$ cat config.mk
export PLATFORM = sky130hd
export DESIGN_NAME = axi_slv_wr_arb
export DESIGN_NICKNAME = d
export VERILOG_FILES = /design/src/rtl/axi_wr_arb_pkg.sv /design/src/rtl/axi_wr_order_fifo.sv /design/src/rtl/axi_slv_wr_arb.sv
export SDC_FILE = /design/constraint.sdc
export NUM_CORES = 1
export LEC_CHECK = 0
export CAP_MARGIN = 25
export CORE_AREA = 2 2 167 169
export CTS_BUF_LIST = sky130_fd_sc_hd__clkbuf_16
export CTS_CLUSTER_SIZE = 20
export DETAILED_ROUTE_END_ITERATION = 12
export DIE_AREA = 0 0 169 171
export GPL_ROUTABILITY_DRIVEN = 0
export SLEW_MARGIN = 40
export SYNTH_ARGS = -nofsm -noshare
export SYNTH_HDL_FRONTEND = slang
export SYNTH_HIERARCHICAL = 1
export SYNTH_SLANG_ARGS = --single-unit
$ cat constraint.sdc
create_clock -name aclk -period 3.5 [get_ports aclk]
set_clock_uncertainty 0.1 [all_clocks]
set_input_delay 0.35 -clock aclk [delete_from_list [all_inputs] [get_ports aclk]]
set_output_delay 0.35 -clock aclk [all_outputs]
set_load 0.02 [all_outputs]
$ cat src/rtl/axi_wr_arb_pkg.sv
// Shared widths and payload field layout for the slave-side write arbiter.
// AW payload is {awid, awlen, awaddr}; W payload is {wlast, wstrb, wdata}.
package axi_wr_arb_pkg;

    localparam int AWLEN_W = 4;

    function automatic int idx_w(input int n);
        return (n <= 2) ? 1 : $clog2(n);
    endfunction

    function automatic int aw_len_lsb(input int addr_w);
        return addr_w;
    endfunction

    function automatic int aw_id_lsb(input int addr_w);
        return addr_w + AWLEN_W;
    endfunction

    function automatic int awp_w(input int id_w, input int addr_w);
        return id_w + AWLEN_W + addr_w;
    endfunction

    function automatic int w_strb_lsb(input int data_w);
        return data_w;
    endfunction

    function automatic int wp_w(input int data_w);
        return 1 + data_w / 8 + data_w;
    endfunction

    // s_awpld is {idx, awid, awlen, awaddr}
    function automatic int saw_idx_lsb(input int id_w, input int addr_w);
        return id_w + AWLEN_W + addr_w;
    endfunction

endpackage

$ cat src/rtl/axi_wr_order_fifo.sv
// In-order index FIFO recording which master owns each granted burst.
// Push into full and pop from empty are ignored.
module axi_wr_order_fifo #(
    parameter int W     = 2,
    parameter int DEPTH = 4
) (
    input  logic                       aclk,
    input  logic                       aresetn,
    input  logic                       push,
    input  logic [W-1:0]               din,
    input  logic                       pop,
    output logic [W-1:0]               head,
    output logic [$clog2(DEPTH+1)-1:0] count,
    output logic                       full,
    output logic                       empty
);

    localparam int CNT_W = $clog2(DEPTH + 1);
    localparam int PTR_W = (DEPTH <= 1) ? 1 : $clog2(DEPTH);

    logic [W-1:0]     mem [DEPTH];
    logic [PTR_W-1:0] wr_ptr;
    logic [PTR_W-1:0] rd_ptr;
    logic [CNT_W-1:0] cnt;
    logic             do_push;
    logic             do_pop;

    function automatic logic [PTR_W-1:0] nxt(input logic [PTR_W-1:0] p);
        return (p == PTR_W'(DEPTH - 1)) ? '0 : p + PTR_W'(1);
    endfunction

    assign do_push = push && !full;
    assign do_pop  = pop && !empty;

    always_ff @(posedge aclk or negedge aresetn) begin
        if (!aresetn) begin
            wr_ptr <= '0;
            rd_ptr <= '0;
            cnt    <= '0;
        end else begin
            if (do_push) wr_ptr <= nxt(wr_ptr);
            if (do_pop)  rd_ptr <= nxt(rd_ptr);
            cnt <= cnt + CNT_W'(do_push) - CNT_W'(do_pop);
        end
    end

    always_ff @(posedge aclk) begin
        if (do_push) mem[wr_ptr] <= din;
    end

    assign head  = mem[rd_ptr];
    assign count = cnt;
    assign full  = (cnt == CNT_W'(DEPTH));
    assign empty = (cnt == '0);

endmodule

$ cat src/rtl/axi_slv_wr_arb.sv
// Shares one slave AW/W/B port among MST_NUM masters: round-robin AW,
// W steered in AW grant order, B routed by index bits on the slave ID.
module axi_slv_wr_arb
    import axi_wr_arb_pkg::*;
#(
    parameter int  MST_NUM    = 4,
    parameter int  AXI_ID_W   = 4,
    parameter int  AXI_ADDR_W = 32,
    parameter int  AXI_DATA_W = 32,
    parameter int  OSTD_NUM   = 4,
    localparam int IDX_W      = idx_w(MST_NUM),
    localparam int SID_W      = AXI_ID_W + IDX_W,
    localparam int AWP_W      = awp_w(AXI_ID_W, AXI_ADDR_W),
    localparam int WP_W       = wp_w(AXI_DATA_W),
    localparam int SAWP_W     = SID_W + AWLEN_W + AXI_ADDR_W
) (
    input  logic                     aclk,
    input  logic                     aresetn,
    input  logic [MST_NUM-1:0]       m_awvalid,
    output logic [MST_NUM-1:0]       m_awready,
    input  logic [MST_NUM*AWP_W-1:0] m_awpld,
    input  logic [MST_NUM-1:0]       m_wvalid,
    output logic [MST_NUM-1:0]       m_wready,
    input  logic [MST_NUM*WP_W-1:0]  m_wpld,
    output logic [MST_NUM-1:0]       m_bvalid,
    input  logic [MST_NUM-1:0]       m_bready,
    output logic [AXI_ID_W-1:0]      m_bid,
    output logic [1:0]               m_bresp,
    output logic                     s_awvalid,
    input  logic                     s_awready,
    output logic [SAWP_W-1:0]        s_awpld,
    output logic                     s_wvalid,
    input  logic                     s_wready,
    output logic [WP_W-1:0]          s_wpld,
    input  logic                     s_bvalid,
    output logic                     s_bready,
    input  logic [SID_W-1:0]         s_bid,
    input  logic [1:0]               s_bresp
);

    localparam int CNT_W = $clog2(OSTD_NUM + 1);

    logic [IDX_W-1:0]       rr;
    logic [2*MST_NUM-1:0]   rot;
    logic [IDX_W:0]         sum;
    logic                   gnt_hit;
    logic [IDX_W-1:0]       gnt_idx;
    logic [AWP_W-1:0]       gnt_pld;
    logic                   slot_free;
    logic                   grant;
    logic [IDX_W-1:0]       fifo_head;
    logic [CNT_W-1:0]       fifo_cnt;
    logic                   fifo_full;
    logic                   fifo_empty;
    logic                   w_pop;
    logic [IDX_W-1:0]       b_idx;
    logic                   unused_cnt;

    assign slot_free  = !s_awvalid || s_awready;
    assign unused_cnt = ^fifo_cnt;

    // Rotate so bit 0 is the master at rr; first set bit is the winner.
    always_comb begin
        rot     = {m_awvalid, m_awvalid} >> rr;
        gnt_hit = 1'b0;
        gnt_idx = '0;
        sum     = '0;
        for (int i = 0; i < MST_NUM; i++) begin
            if (!gnt_hit && rot[i]) begin
                gnt_hit = 1'b1;
                sum     = (IDX_W+1)'(rr) + (IDX_W+1)'(i);
                if (sum >= (IDX_W+1)'(MST_NUM))
                    sum = sum - (IDX_W+1)'(MST_NUM);
                gnt_idx = sum[IDX_W-1:0];
            end
        end
    end

    assign grant = aresetn && slot_free && gnt_hit && !fifo_full;

    always_comb begin
        m_awready = '0;
        gnt_pld   = '0;
        for (int k = 0; k < MST_NUM; k++) begin
            if (gnt_idx == IDX_W'(k)) begin
                m_awready[k] = grant;
                gnt_pld      = m_awpld[k*AWP_W +: AWP_W];
            end
        end
    end

    always_ff @(posedge aclk or negedge aresetn) begin
        if (!aresetn) begin
            s_awvalid <= 1'b0;
            s_awpld   <= '0;
            rr        <= '0;
        end else if (grant) begin
            s_awvalid <= 1'b1;
            s_awpld   <= {gnt_idx, gnt_pld};
            rr        <= (gnt_idx == IDX_W'(MST_NUM - 1)) ?
                         '0 : gnt_idx + IDX_W'(1);
        end else if (slot_free) begin
            s_awvalid <= 1'b0;
        end
    end

    axi_wr_order_fifo #(
        .W     (IDX_W),
        .DEPTH (OSTD_NUM)
    ) u_order (
        .aclk    (aclk),
        .aresetn (aresetn),
        .push    (grant),
        .din     (gnt_idx),
        .pop     (w_pop),
        .head    (fifo_head),
        .count   (fifo_cnt),
        .full    (fifo_full),
        .empty   (fifo_empty)
    );

    always_comb begin
        s_wvalid = 1'b0;
        s_wpld   = '0;
        m_wready = '0;
        for (int k = 0; k < MST_NUM; k++) begin
            if (!fifo_empty && fifo_head == IDX_W'(k)) begin
                s_wvalid    = m_wvalid[k];
                s_wpld      = m_wpld[k*WP_W +: WP_W];
                m_wready[k] = s_wready;
            end
        end
    end

    assign w_pop = s_wvalid && s_wready && s_wpld[WP_W-1];

    assign b_idx   = s_bid[SID_W-1:AXI_ID_W];
    assign m_bid   = s_bid[AXI_ID_W-1:0];
    assign m_bresp = s_bresp;

    // Responses for an index with no master are sunk.
    always_comb begin
        m_bvalid = '0;
        s_bready = 1'b1;
        for (int k = 0; k < MST_NUM; k++) begin
            if (b_idx == IDX_W'(k)) begin
                m_bvalid[k] = s_bvalid;
                s_bready    = m_bready[k];
            end
        end
    end

endmodule
## Yosys cells after proc, flatten, opt, wreduce, memory -nomap -nowiden

Memory sizes are Yosys's and may differ from the RTL's.
Index checks and enable logic that the tools add are counted.

| storage, ports and cells | value |
|---|---|
| word-level logic and storage cells | 109 |
| flip-flop bits (word level) | 52 |
| bits of input ports | 333 |
| memories | 1 |
| memory bits (writable) | 8 |
| output and inout port bits | 100 |

| cells by class | value |
|---|---|
| add/sub/neg operators | 12 |
| reduce and logical (&&, ||, !) cells | 26 |
| eq/ne operators | 12 |
| shifts and indexed selects | 1 |
| magnitude comparators | 4 |
| multiplexer cells | 47 |

Memory list:

| name | depth | width | rd ports | clocked after Yosys merged registers in | wr ports | line | RTL |
|---|---|---|---|---|---|---|---|
| u_order.mem | 4 | 2 | 1 | 0 | 1 | axi_wr_order_fifo.sv:21 | `logic [W-1:0] mem [DEPTH];` |

Operators with widths:

| cell | number |
|---|---|
| 40-bit 2-to-1 mux | 4 |
| 37-bit 2-to-1 mux | 4 |
| 1-bit 2-to-1 mux | 28 |
| 2-bit 2-to-1 mux | 11 |
| 2-bit == test (second input constant) | 8 |
| 1-bit logical AND | 14 |
| 3-bit >= comparator (second input constant) | 3 |
| 8-bit by 2-bit >> shifter with 4-bit output | 1 |
| 2-bit by 1-bit subtractor with 2-bit output (second input constant) | 4 |
| 2-bit by 1-bit adder with 2-bit output (second input constant) | 3 |
| 2-bit by 2-bit adder with 3-bit output (second input constant) | 2 |
| 2-bit by 1-bit == test with 1-bit output (second input constant) | 3 |
| 1-bit logical NOT | 6 |
| 2-bit logical NOT | 3 |
| 2-bit by 1-bit adder with 3-bit output (second input constant) | 1 |
| 3-bit by 1-bit adder with 3-bit output | 1 |
| 3-bit == test (second input constant) | 1 |
| 2-bit by 3-bit >= comparator with 1-bit output (second input constant) | 1 |
| 3-bit logical NOT | 1 |
| 3-bit by 1-bit subtractor with 3-bit output | 1 |
| 2-bit nonzero test | 1 |
| 1-bit logical OR | 1 |

## Logic depth before layout (Yosys ltp)

Gate-level depths: netlist (run 1).

| depth | value |
|---|---|
| depth in word-level cells | 16 |
| mapped depth | 15 |
| gate-level depth less buffers | 13 |

## Cells and area by module

Netlist (run 1), hierarchy kept.

Modules (own cells, without submodules):

| module | area each (um^2) | times used | seq. area each (um^2) | cells an instance |
|---|---|---|---|---|
| axi_slv_wr_arb | 4620.7 | 1 | 1126.1 | 527 |
| axi_wr_order_fifo | 738.2 | 1 | 415.4 | 49 |

## Worst setup path after synthesis (run 1)

Ideal clock, no wire load.

| timing | value |
|---|---|
| kind | reg-to-reg |
| start | reg u_order.rd_ptr[0] |
| end | reg u_order.cnt[2], in the netlist u_order/count[2] |
| data required time | 3.277 ns |
| path buffers | 1 |
| path slack | 0.330 ns |
| data arrival time | 2.947 ns |
| cell stages (with the launch flop) | 14 |
| library setup time | 0.123 ns |
| period minus slack after synthesis | 3.170 ns |
| path through | dfrtp_1 > mux4_2 > clkbuf_1 > mux4_2 > and3_1 > nand2b_4 > inv_1 > ha_1 > inv_1 > ha_1 > inv_1 > fa_1 > xnor2_1 > xnor2_1 |

| between the ends | value |
|---|---|
| cells in the longest elaborated chain, start to end | 11 |
| elaborated cells on any way between the ends | 21 |
| those cells by class | add/sub (1); eq/ne (3); mux (8); reduce/logical (8); memory (1) |

RTL lines:

| what | line | RTL |
|---|---|---|
| from (decl) | axi_wr_order_fifo.sv:23 | `logic [PTR_W-1:0] rd_ptr;` |
| from (signal assigned) | axi_wr_order_fifo.sv:42 | `if (do_pop) rd_ptr <= nxt(rd_ptr);` |
| memory 4 x 2 bit (*) | - |  |
| via fifo_head[0] | axi_slv_wr_arb.sv:51 | `logic [IDX_W-1:0] fifo_head;` |
| 2-bit logical NOT | axi_slv_wr_arb.sv:127 | `if (!fifo_empty && fifo_head == IDX_W'(k)) begin` |
| 1-bit logical AND | axi_slv_wr_arb.sv:127 |  |
| 1-bit 2-to-1 mux (4 in series) | axi_slv_wr_arb.sv:127 |  |
| 1-bit logical AND | axi_slv_wr_arb.sv:135 | `assign w_pop = s_wvalid && s_wready && s_wpld[WP_W-1];` |
| 1-bit logical AND (*) | axi_slv_wr_arb.sv:135 |  |
| via w_pop | axi_slv_wr_arb.sv:55 | `logic w_pop;` |
| 1-bit logical AND (*) | axi_wr_order_fifo.sv:33 | `assign do_pop = pop && !empty;` |
| via u_order.do_pop | axi_wr_order_fifo.sv:26 | `logic do_pop;` |
| 3-bit by 1-bit subtractor with 3-bit output (*) | axi_wr_order_fifo.sv:43 | `cnt <= cnt + CNT_W'(do_push) - CNT_W'(do_pop);` |
| to (signal assigned) | axi_wr_order_fifo.sv:43 |  |
| to (decl) | axi_wr_order_fifo.sv:24 | `logic [CNT_W-1:0] cnt;` |

Mark *: on every way through the listed nets, which the timed path passes. The rest lies on a longest branch.
A chain may end at the register's enable or synchronous reset.

## Worst setup path in the final report (run 1)

| timing | value |
|---|---|
| start | reg u_order.rd_ptr[0] |
| end | out s_wpld[29] |

| between the ends | value |
|---|---|
| cells in the longest elaborated chain, start to end | 7 |
| elaborated cells on any way between the ends | 13 |
| those cells by class | eq/ne (3); mux (4); reduce/logical (5); memory (1) |

RTL lines:

| what | line | RTL |
|---|---|---|
| memory 4 x 2 bit (*) | - |  |
| via fifo_head[0] | axi_slv_wr_arb.sv:51 |  |
| 2-bit logical NOT | axi_slv_wr_arb.sv:127 |  |
| 1-bit logical AND | axi_slv_wr_arb.sv:127 |  |
| 37-bit 2-to-1 mux (3 in series) | axi_slv_wr_arb.sv:127 |  |
| 37-bit 2-to-1 mux (*) | axi_slv_wr_arb.sv:127 |  |
| to (decl) | axi_slv_wr_arb.sv:34 | `output logic [WP_W-1:0] s_wpld,` |

Marked as above.

==> flow_summary.rst, run 1 <==
.. list-table::
   :header-rows: 1

   * - Metric
     - Value
   * - PwrDens
     - 784.3 nW/um^2
   * - Type of element capturing the critical path
     - primary output
   * - Proportion of synthesized chip area in sequential cells
     - 0.2876
   * - Max FO, Critical Path
     - 27
   * - Cell types occupying the most area after synthesis
     - sky130_fd_sc_hd__dfrtp_1, sky130_fd_sc_hd__mux4_2, sky130_fd_sc_hd__a31oi_1, sky130_fd_sc_hd__a221o_1, sky130_fd_sc_hd__nand3b_1
   * - Worst Tran Pin Value
     - 0.6183 ns
   * - Clock slew at the register clock pins of the worst setup and hold paths
     - 0.06 ns
   * - Final nets
     - 1,296
   * - Setup repair after global routing missed its margin
     - no
   * - Die height
     - 171 um
   * - F_max
     - 298.4 MHz
   * - Starting density of the core
     - 0.1961
   * - Post-synth cell types
     - 42
   * - Shortest period the worst path allows
     - 3.351 ns
   * - Cell row count
     - 61
   * - Average wire length per cell after detail routing
     - 20.82 um
   * - Synth warnings
     - 6
   * - Filler cells
     - 2,786
   * - Largest net degree at the start of global routing
     - 81
   * - Fin crit share
     - 0.9575
   * - Required time of the critical path
     - 3.05 ns
   * - Post-placement worst setup slack
     - 0.1994 ns
   * - Post-synth top flop
     - sky130_fd_sc_hd__dfrtp_1
   * - Run status
     - completed
   * - Die X
     - 169 um
   * - Vias
     - 6,218
   * - Number of register bits inferred by synthesis
     - 60
   * - Area Overhead vs Synth
     - 89.40%
   * - Post-synthesis cell area
     - 5359 sq um
   * - Max Transition Viols Final
     - 0
   * - Area of the placeable core
     - 27,320 sq um
   * - Count of mapped cells out of synthesis
     - 576
   * - Routed via count divided by cell count
     - 4.765
   * - Clock root buffer
     - sky130_fd_sc_hd__clkbuf_16
   * - Kind of critical path
     - register to primary output
   * - Antenna violations before repair
     - 5
   * - Total number of clock tree sinks
     - 60
   * - Hpwl dp
     - 20.96 mm
   * - Total overflow reported by the global router
     - 0
   * - Mean post-synth cell area
     - 9.304 sq um
   * - Fraction of synthesized cell area taken by the top area cell type
     - 0.2428
   * - Worst slew margin
     - 0.5878
   * - Aggregate routed wire length
     - 27.18 mm
   * - Remaining design rule violation count
     - 0
   * - Static Leakage
     - 0.003844 uW
   * - Post-Synthesis Net Count
     - 921
   * - Min-Delay Path Class
     - input pin to asynchronous set/reset pin
   * - Aggregate global-route resource usage
     - 0.1755
   * - CTS buffer count
     - 9
   * - Max-cap violation count
     - 0
   * - Critical path startpoint category
     - register
   * - Sum of negative setup slack
     - 0 ns
   * - Total number of H-tree levels
     - 3
   * - DRC marker count from the first detailed-route iteration
     - 265
   * - Buffers inserted during post-CTS setup optimization
     - 0
   * - Remaining antenna violation count after routing
     - 0
   * - 1st-pass router iterations
     - 4
   * - Via count of the first global-routing pass
     - 6,233
   * - IR drop worst, VDD
     - 0.2503 mV
   * - Final hold vios
     - 0
   * - Ratio of cells with drive above 1 in the final layout
     - 0.09937
   * - Port-buffer cells
     - 420
   * - Slack of the worst reg-to-reg path
     - 0.23 ns
   * - Post-synthesis cell type with the largest combined area
     - sky130_fd_sc_hd__dfrtp_1
   * - Die footprint
     - 28,900 sq um
   * - First-pass GRT wire length
     - 38.19 mm
   * - Clk_lat worst skew
     - 0.33 ns
   * - CTS tree
     - done
   * - Async set-or-reset flop fraction in the synthesized netlist
     - 0.8667
   * - Ports placed on the boundary
     - 433
   * - Count of flip-flops with a built-in enable after synthesis
     - 8
   * - Number of endpoints failing setup at the final stage
     - 0
   * - Final worst slack
     - 0.1486 ns
   * - Number of buffers on the longest clock path
     - 2
   * - Worst Path Arrival
     - 2.90 ns
==> cell families after synthesis <==
kind of cell | count (synthesis) | synth area share
multiplexers | 46 | 0.1833
adder cells (fa/ha/maj) | 12 | 0.02942
XOR/XNOR | 2 | 0.003269
AO/OA/AOI/OAI | 171 | 0.2195
flip-flops | 60 | 0.2876
buffers and inverters | 123 | 0.09666
AND/OR/NAND/NOR | 162 | 0.1803
==> routing by layer <==
| metal | share of wire | up-vias | global-route usage |
|---|---|---|---|
| met5 | 0 | - | 0 |
| met4 | 0.025 | 0 | 0.06615 |
| met3 | 0.078 | 23 | 0.03863 |
| met2 | 0.52 | 305 | 0.3288 |
| met1 | 0.37 | 2982 | 0.1934 |
| li1 | - | 2908 | - |
==> worst max-delay path, cell delays in order, from the launching register on <==
cell and delay [ns]:
sky130_fd_sc_hd__dfrtp_1 0.44, sky130_fd_sc_hd__mux4_2 0.63, sky130_fd_sc_hd__buf_8 0.24, sky130_fd_sc_hd__mux4_2 0.36, sky130_fd_sc_hd__nor2b_1 0.24, sky130_fd_sc_hd__clkdlybuf4s50_1 0.65
==> metrics by stage <==
| step | hold WS (ns) | total power, uW | util | instances | cell area (sq um) |
|---|---|---|---|---|---|
| floorplan | -0.04559 | 4625 | - | 576 | 5359 |
| global placement | 0.4008 | 7127 | 0.3599 | 1286 | 9833 |
| detailed placement | 0.4081 | 7137 | 0.3599 | 1286 | 9833 |
| CTS | 0.1402 | 8094 | 0.3707 | 1302 | 10130 |
| global route | 0.07708 | 8473 | 0.3715 | 1305 | 10150 |
| finish | 0.02221 | 7961 | 0.3715 | 1305 | 10150 |
==> state kept, by name, summed over array words and instances, names as in the netlist <==
signal	count
u_order/mem	8
u_order/rd_ptr	2
u_order/count	3
s_awvalid	1
rr	2
u_order/wr_ptr	2
s_awpld	42
==> Yosys cell counts, types with 2 or more instances <==
cell type and count:
sky130_fd_sc_hd__a21oi_1 41, sky130_fd_sc_hd__a221o_1 40, sky130_fd_sc_hd__a31oi_1 84, sky130_fd_sc_hd__and2_1 8, sky130_fd_sc_hd__and3_1 5, sky130_fd_sc_hd__and3b_1 2
sky130_fd_sc_hd__buf_1 2, sky130_fd_sc_hd__buf_2 9, sky130_fd_sc_hd__buf_4 6, sky130_fd_sc_hd__buf_6 3, sky130_fd_sc_hd__clkbuf_1 52, sky130_fd_sc_hd__dfrtp_1 52
sky130_fd_sc_hd__edfxtp_1 8, sky130_fd_sc_hd__ha_1 11, sky130_fd_sc_hd__inv_1 50, sky130_fd_sc_hd__mux2_2 3, sky130_fd_sc_hd__mux4_2 41, sky130_fd_sc_hd__nand2_1 46
sky130_fd_sc_hd__nand2b_1 2, sky130_fd_sc_hd__nand3_1 2, sky130_fd_sc_hd__nand3b_1 41, sky130_fd_sc_hd__nor2_1 6, sky130_fd_sc_hd__nor2b_1 41, sky130_fd_sc_hd__nor3b_1 2
sky130_fd_sc_hd__xnor2_1 2
==> power breakdown <==
group	total [uW]	internal (uW)	switching [uW]
clock network	890	547	342
registers	1280	1050	229
logic	5790	2840	2950
total	7960	4440	3520
==> area by class of cell <==
type	count	area (sq um)	area share
diodes	3	7.507	0.0007396
inverters	51	191.4	0.01886
repair buffers	436	4360	0.4296
flip-flops and latches	60	1541	0.1519
well taps	346	432.9	0.04265
clock buffers	9	225.2	0.02219
multi-input cells	393	3323	0.3274
clock inverters	7	67.56	0.006657
==> layout by cell type, fill, tap and decap left out, types with 9 or more instances in the layout <==
cell and instances:
sky130_fd_sc_hd__a31oi_1 84, sky130_fd_sc_hd__a221o_1 40, sky130_fd_sc_hd__inv_1 50, sky130_fd_sc_hd__a21oi_1 41, sky130_fd_sc_hd__mux4_2 41, sky130_fd_sc_hd__buf_4 16, sky130_fd_sc_hd__nand3b_1 41, sky130_fd_sc_hd__nor2b_1 40
sky130_fd_sc_hd__clkbuf_16 9, sky130_fd_sc_hd__nand2_1 46, sky130_fd_sc_hd__clkdlybuf4s50_1 412, sky130_fd_sc_hd__dfrtp_1 52
==> final timing paths <==
kind / startpoint / endpoint / cells past startpoint
worst min register to register: u_order/count[2]$_DFF_PN0_ / u_order/count[2]$_DFF_PN0_ / 1
worst max-delay path: u_order/rd_ptr[0]$_DFFE_PN0P_ / s_wpld[29] / 5
worst max register to register: u_order/rd_ptr[0]$_DFFE_PN0P_ / u_order/count[2]$_DFF_PN0_ / 12
min in group aclk: aresetn / s_awvalid$_DFFE_PN0P_ / 4
worst min-delay path: aresetn / s_awpld[31]$_DFFE_PN0P_ / 2
max in group asynchronous: aresetn / u_order/rd_ptr[1]$_DFFE_PN0P_ / 2
==> what timing repair did <==
action / in CTS / in global routing
pin swaps: 0 / 0
endpoints found under the setup margin: 19 / 11
gates resized for setup: 1 / 4
hold buffers: 0 / 0
hold endpoints to repair: 0 / 0
Power figures use the tool's default switching activity.
==> run 2, diff against run 1 <==
--- a/config.mk
+++ b/config.mk
@@ -12,6 +12,7 @@
 export DETAILED_ROUTE_END_ITERATION = 12
 export DIE_AREA = 0 0 169 171
 export GPL_ROUTABILITY_DRIVEN = 0
+export MAX_ROUTING_LAYER = met4
 export SLEW_MARGIN = 40
 export SYNTH_ARGS = -nofsm -noshare
 export SYNTH_HDL_FRONTEND = slang
==> constraint.sdc (replaced) <==
create_clock -name aclk -period 4.1 [get_ports aclk]
set_clock_uncertainty 0.1 [all_clocks]
set_input_delay 0.41 -clock aclk [delete_from_list [all_inputs] [get_ports aclk]]
set_output_delay 0.41 -clock aclk [all_outputs]
set_load 0.02 [all_outputs]
==> run 2 against run 1 <==
Utilization about the same. Clock-buffer cell count unchanged. Non-clock buffer count down 4. Flip-flop and latch count unchanged. Final area about the same. Largest power group unchanged.
==> flow_summary.rst, run 2 (synthesized netlist as in run 1, its figures left out) <==
.. list-table::
   :header-rows: 1

   * - Metric
     - Value
   * - Run status
     - completed (unchanged)
   * - Via count of the first global-routing pass
     - 6,105 (was 6,233)
   * - 1st-pass router iterations
     - 4 (unchanged)
   * - Register area
     - 1541 sq um (unchanged)
   * - Final worst slack
     - 0.4103 ns (was 0.1486 ns)
   * - Aggregate routed wire length
     - 27.69 mm (was 27.18 mm)
   * - Sum of negative setup slack
     - 0 ns (unchanged)
   * - Final hold vios
     - 0 (unchanged)
   * - Static Leakage
     - 0.003815 uW (was 0.003844 uW)
   * - Fin crit share
     - 0.8999
   * - First-pass GRT wire length
     - 38.66 mm (was 38.19 mm)
   * - Vias
     - 6,289 (was 6,218)
   * - Required time of the critical path
     - 3.59 ns (was 3.05 ns)
   * - Slowest stage cell on the critical path
     - sky130_fd_sc_hd__mux4_2 (was sky130_fd_sc_hd__clkdlybuf4s50_1)
   * - PwrDens
     - 670.7 nW/um^2 (was 784.3 nW/um^2)
   * - Area of the placeable core
     - 27,320 sq um (unchanged)
   * - Number of buffers inserted for hold repair after clock tree synthesis
     - 0 (unchanged)
   * - Die footprint
     - 28,900 sq um (unchanged)
   * - Most common cell after layout, fill and taps aside
     - sky130_fd_sc_hd__clkdlybuf4s50_1 (unchanged)
   * - Die X
     - 169 um (unchanged)
   * - Number of endpoints failing setup at the final stage
     - 0 (unchanged)
   * - Worst path top cell family by delay
     - buffers and inverters (was multiplexers)
   * - Total number of clock tree sinks
     - 60 (unchanged)
   * - Area after DPL
     - 9803 sq um (was 9833 sq um)
   * - Post-placement worst setup slack
     - 0.6783 ns (was 0.1994 ns)
   * - Most common cell type on the critical path
     - sky130_fd_sc_hd__mux4_2 (unchanged)
   * - Worst Tran Pin Value
     - 0.7253 ns (was 0.6183 ns)
   * - Kind of critical path
     - register to primary output (unchanged)
   * - Post-cts resize count
     - 0 (was 1)
   * - Aggregate global-route resource usage
     - 0.1843 (was 0.1755)
   * - Filler cells
     - 2,782 (was 2,786)
   * - Remaining design rule violation count
     - 0 (unchanged)
   * - Min-Delay Path Class
     - input pin to asynchronous set/reset pin (unchanged)
   * - Total number of H-tree levels
     - 3 (unchanged)
   * - Multi-input combinational cell area
     - 3323 sq um (unchanged)
   * - Average wire length per cell after detail routing
     - 21.29 um (was 20.82 um)
   * - Remaining antenna violation count after routing
     - 0 (unchanged)
   * - CTS buffer count
     - 9 (unchanged)
   * - Clock root buffer
     - sky130_fd_sc_hd__clkbuf_16 (unchanged)
   * - Setup repair after global routing missed its margin
     - no (unchanged)
   * - Max FO, Critical Path
     - 40 (was 27)
   * - Number of buffers on the longest clock path
     - 2 (unchanged)
   * - Buffers and inverters on the worst path
     - 2 (unchanged)
   * - F_max
     - 271.0 MHz
   * - Port-buffer cells
     - 420 (unchanged)
   * - Critical path startpoint category
     - register (unchanged)
   * - Routed via count divided by cell count
     - 4.834 (was 4.765)
   * - Shortest period the worst path allows
     - 3.690 ns
   * - Type of element capturing the critical path
     - primary output (unchanged)
   * - IR drop worst, VDD
     - 0.3627 mV (was 0.2503 mV)
   * - Most frequent cells in the layout
     - sky130_fd_sc_hd__clkdlybuf4s50_1, sky130_fd_sc_hd__a31oi_1, sky130_fd_sc_hd__dfrtp_1 (unchanged)
   * - Cell row count
     - 61 (unchanged)
   * - Hpwl dp
     - 21.44 mm (was 20.96 mm)
   * - Final standard cell area without fillers
     - 10,140 sq um (was 10,150 sq um)
   * - Largest register FFs
     - 42 (unchanged)
   * - Max-cap violation count
     - 0 (unchanged)
   * - Worst Path Arrival
     - 3.18 ns (was 2.90 ns)
   * - Clk_lat worst skew
     - 0.33 ns (about the same)
   * - Worst slew margin
     - 0.5165 (was 0.5878)
   * - Clock slew at the register clock pins of the worst setup and hold paths
     - 0.06 ns (about the same)
   * - DRC marker count from the first detailed-route iteration
     - 372 (was 265)
   * - Buffers inserted during post-CTS setup optimization
     - 0 (unchanged)
   * - Most flop-heavy register
     - s_awpld (unchanged)
   * - Area Overhead vs Synth
     - 89.28% (was 89.40%)
   * - Ratio of cells with drive above 1 in the final layout
     - 0.09139 (was 0.09937)
   * - Ports placed on the boundary
     - 433 (unchanged)
   * - Starting density of the core
     - 0.1961 (unchanged)
   * - Die height
     - 171 um (unchanged)
   * - Cell-by-cell listing of the critical path
     - mux4_2 -> buf_4 -> mux4_2 -> nor2b_1 -> clkdlybuf4s50_1 (was mux4_2 -> buf_8 -> mux4_2 -> nor2b_1 -> clkdlybuf4s50_1)
   * - Antenna violations before repair
     - 3 (was 5)
   * - Max Transition Viols Final
     - 0 (unchanged)
   * - Largest net degree at the start of global routing
     - 81 (unchanged)
   * - Largest stage delay on the critical path
     - 0.64 ns (was 0.65 ns)
   * - CTS tree
     - done (unchanged)
   * - Total overflow reported by the global router
     - 0 (unchanged)
   * - Final nets
     - 1,292 (was 1,296)
==> run 2: final cells by class <==
cell class / instances / area share
Inverter: 51 / 0.01887
Clock buffer: 9 / 0.02220
Timing Repair Buffer: 432 / 0.4261
Clock inverter: 7 / 0.009868
Antenna cell: 3 / 0.0007401
Tap cell: 346 / 0.04268
Sequential cell: 60 / 0.1520
Multi-Input combinational cell: 393 / 0.3276
==> run 2: where the power goes <==
part / switching [uW] / leakage [uW] / internal [uW]
clock network: 306 / 0.000160 / 536
logic: 2470 / 0.00298 / 2410
registers: 188 / 0.000671 / 896
total: 2960 / 0.00381 / 3840
==> run 2: worst reg2reg max path, cell delays in order (launching register included) <==
cell,delay (ns)
sky130_fd_sc_hd__dfrtp_1,0.44
sky130_fd_sc_hd__mux4_2,0.59
sky130_fd_sc_hd__mux4_2,0.48
sky130_fd_sc_hd__and3_1,0.22
sky130_fd_sc_hd__nand2b_4,0.08
sky130_fd_sc_hd__inv_1,0.05
sky130_fd_sc_hd__ha_1,0.26
sky130_fd_sc_hd__inv_1,0.06
sky130_fd_sc_hd__ha_1,0.13
sky130_fd_sc_hd__inv_1,0.05
sky130_fd_sc_hd__fa_1,0.40
sky130_fd_sc_hd__xnor2_1,0.14
sky130_fd_sc_hd__xnor2_1,0.13
==> run 2: path summary, 6_finish.rpt <==
check                      depth (start not counted)                    endpoint                          start  slack [ns]
max in group asynchronous                          2     s_awpld[18]$_DFFE_PN0P_                        aresetn        3.45
setup reg to reg                                  12  u_order/count[2]$_DFF_PN0_  u_order/rd_ptr[0]$_DFFE_PN0P_        0.88
hold reg to reg                                    1  u_order/count[2]$_DFF_PN0_     u_order/count[2]$_DFF_PN0_        0.42
min in group aclk                                  4       s_awvalid$_DFFE_PN0P_                        aresetn        0.40
setup / recovery                                   5                   s_wpld[7]  u_order/rd_ptr[0]$_DFFE_PN0P_        0.41
hold / removal                                     2     s_awpld[38]$_DFFE_PN0P_                        aresetn        0.07
==> run 2: per-stage QoR <==
| stage | hold WS, ns | cells | total power (uW) | utilization |
|---|---|---|---|---|
| finish | 0.07348 | 1301 | 6803 | 0.3712 |
| global route | 0.1317 | 1301 | 7222 | 0.3712 |
| global placement | 0.4048 | 1282 | 6018 | 0.3588 |
| detailed placement | 0.4092 | 1282 | 6023 | 0.3588 |
| CTS | 0.2145 | 1298 | 6921 | 0.3707 |
| floorplan | 0.01441 | 576 | 3948 | - |
==> run 2: metal layers <==
metal	global-route usage	part of all wire	wire length (um)
met5	-	0	0
met4	0.07209	0.032	894
met3	0.04118	0.075	2089
met2	0.3316	0.52	14430
met1	0.1977	0.37	10280
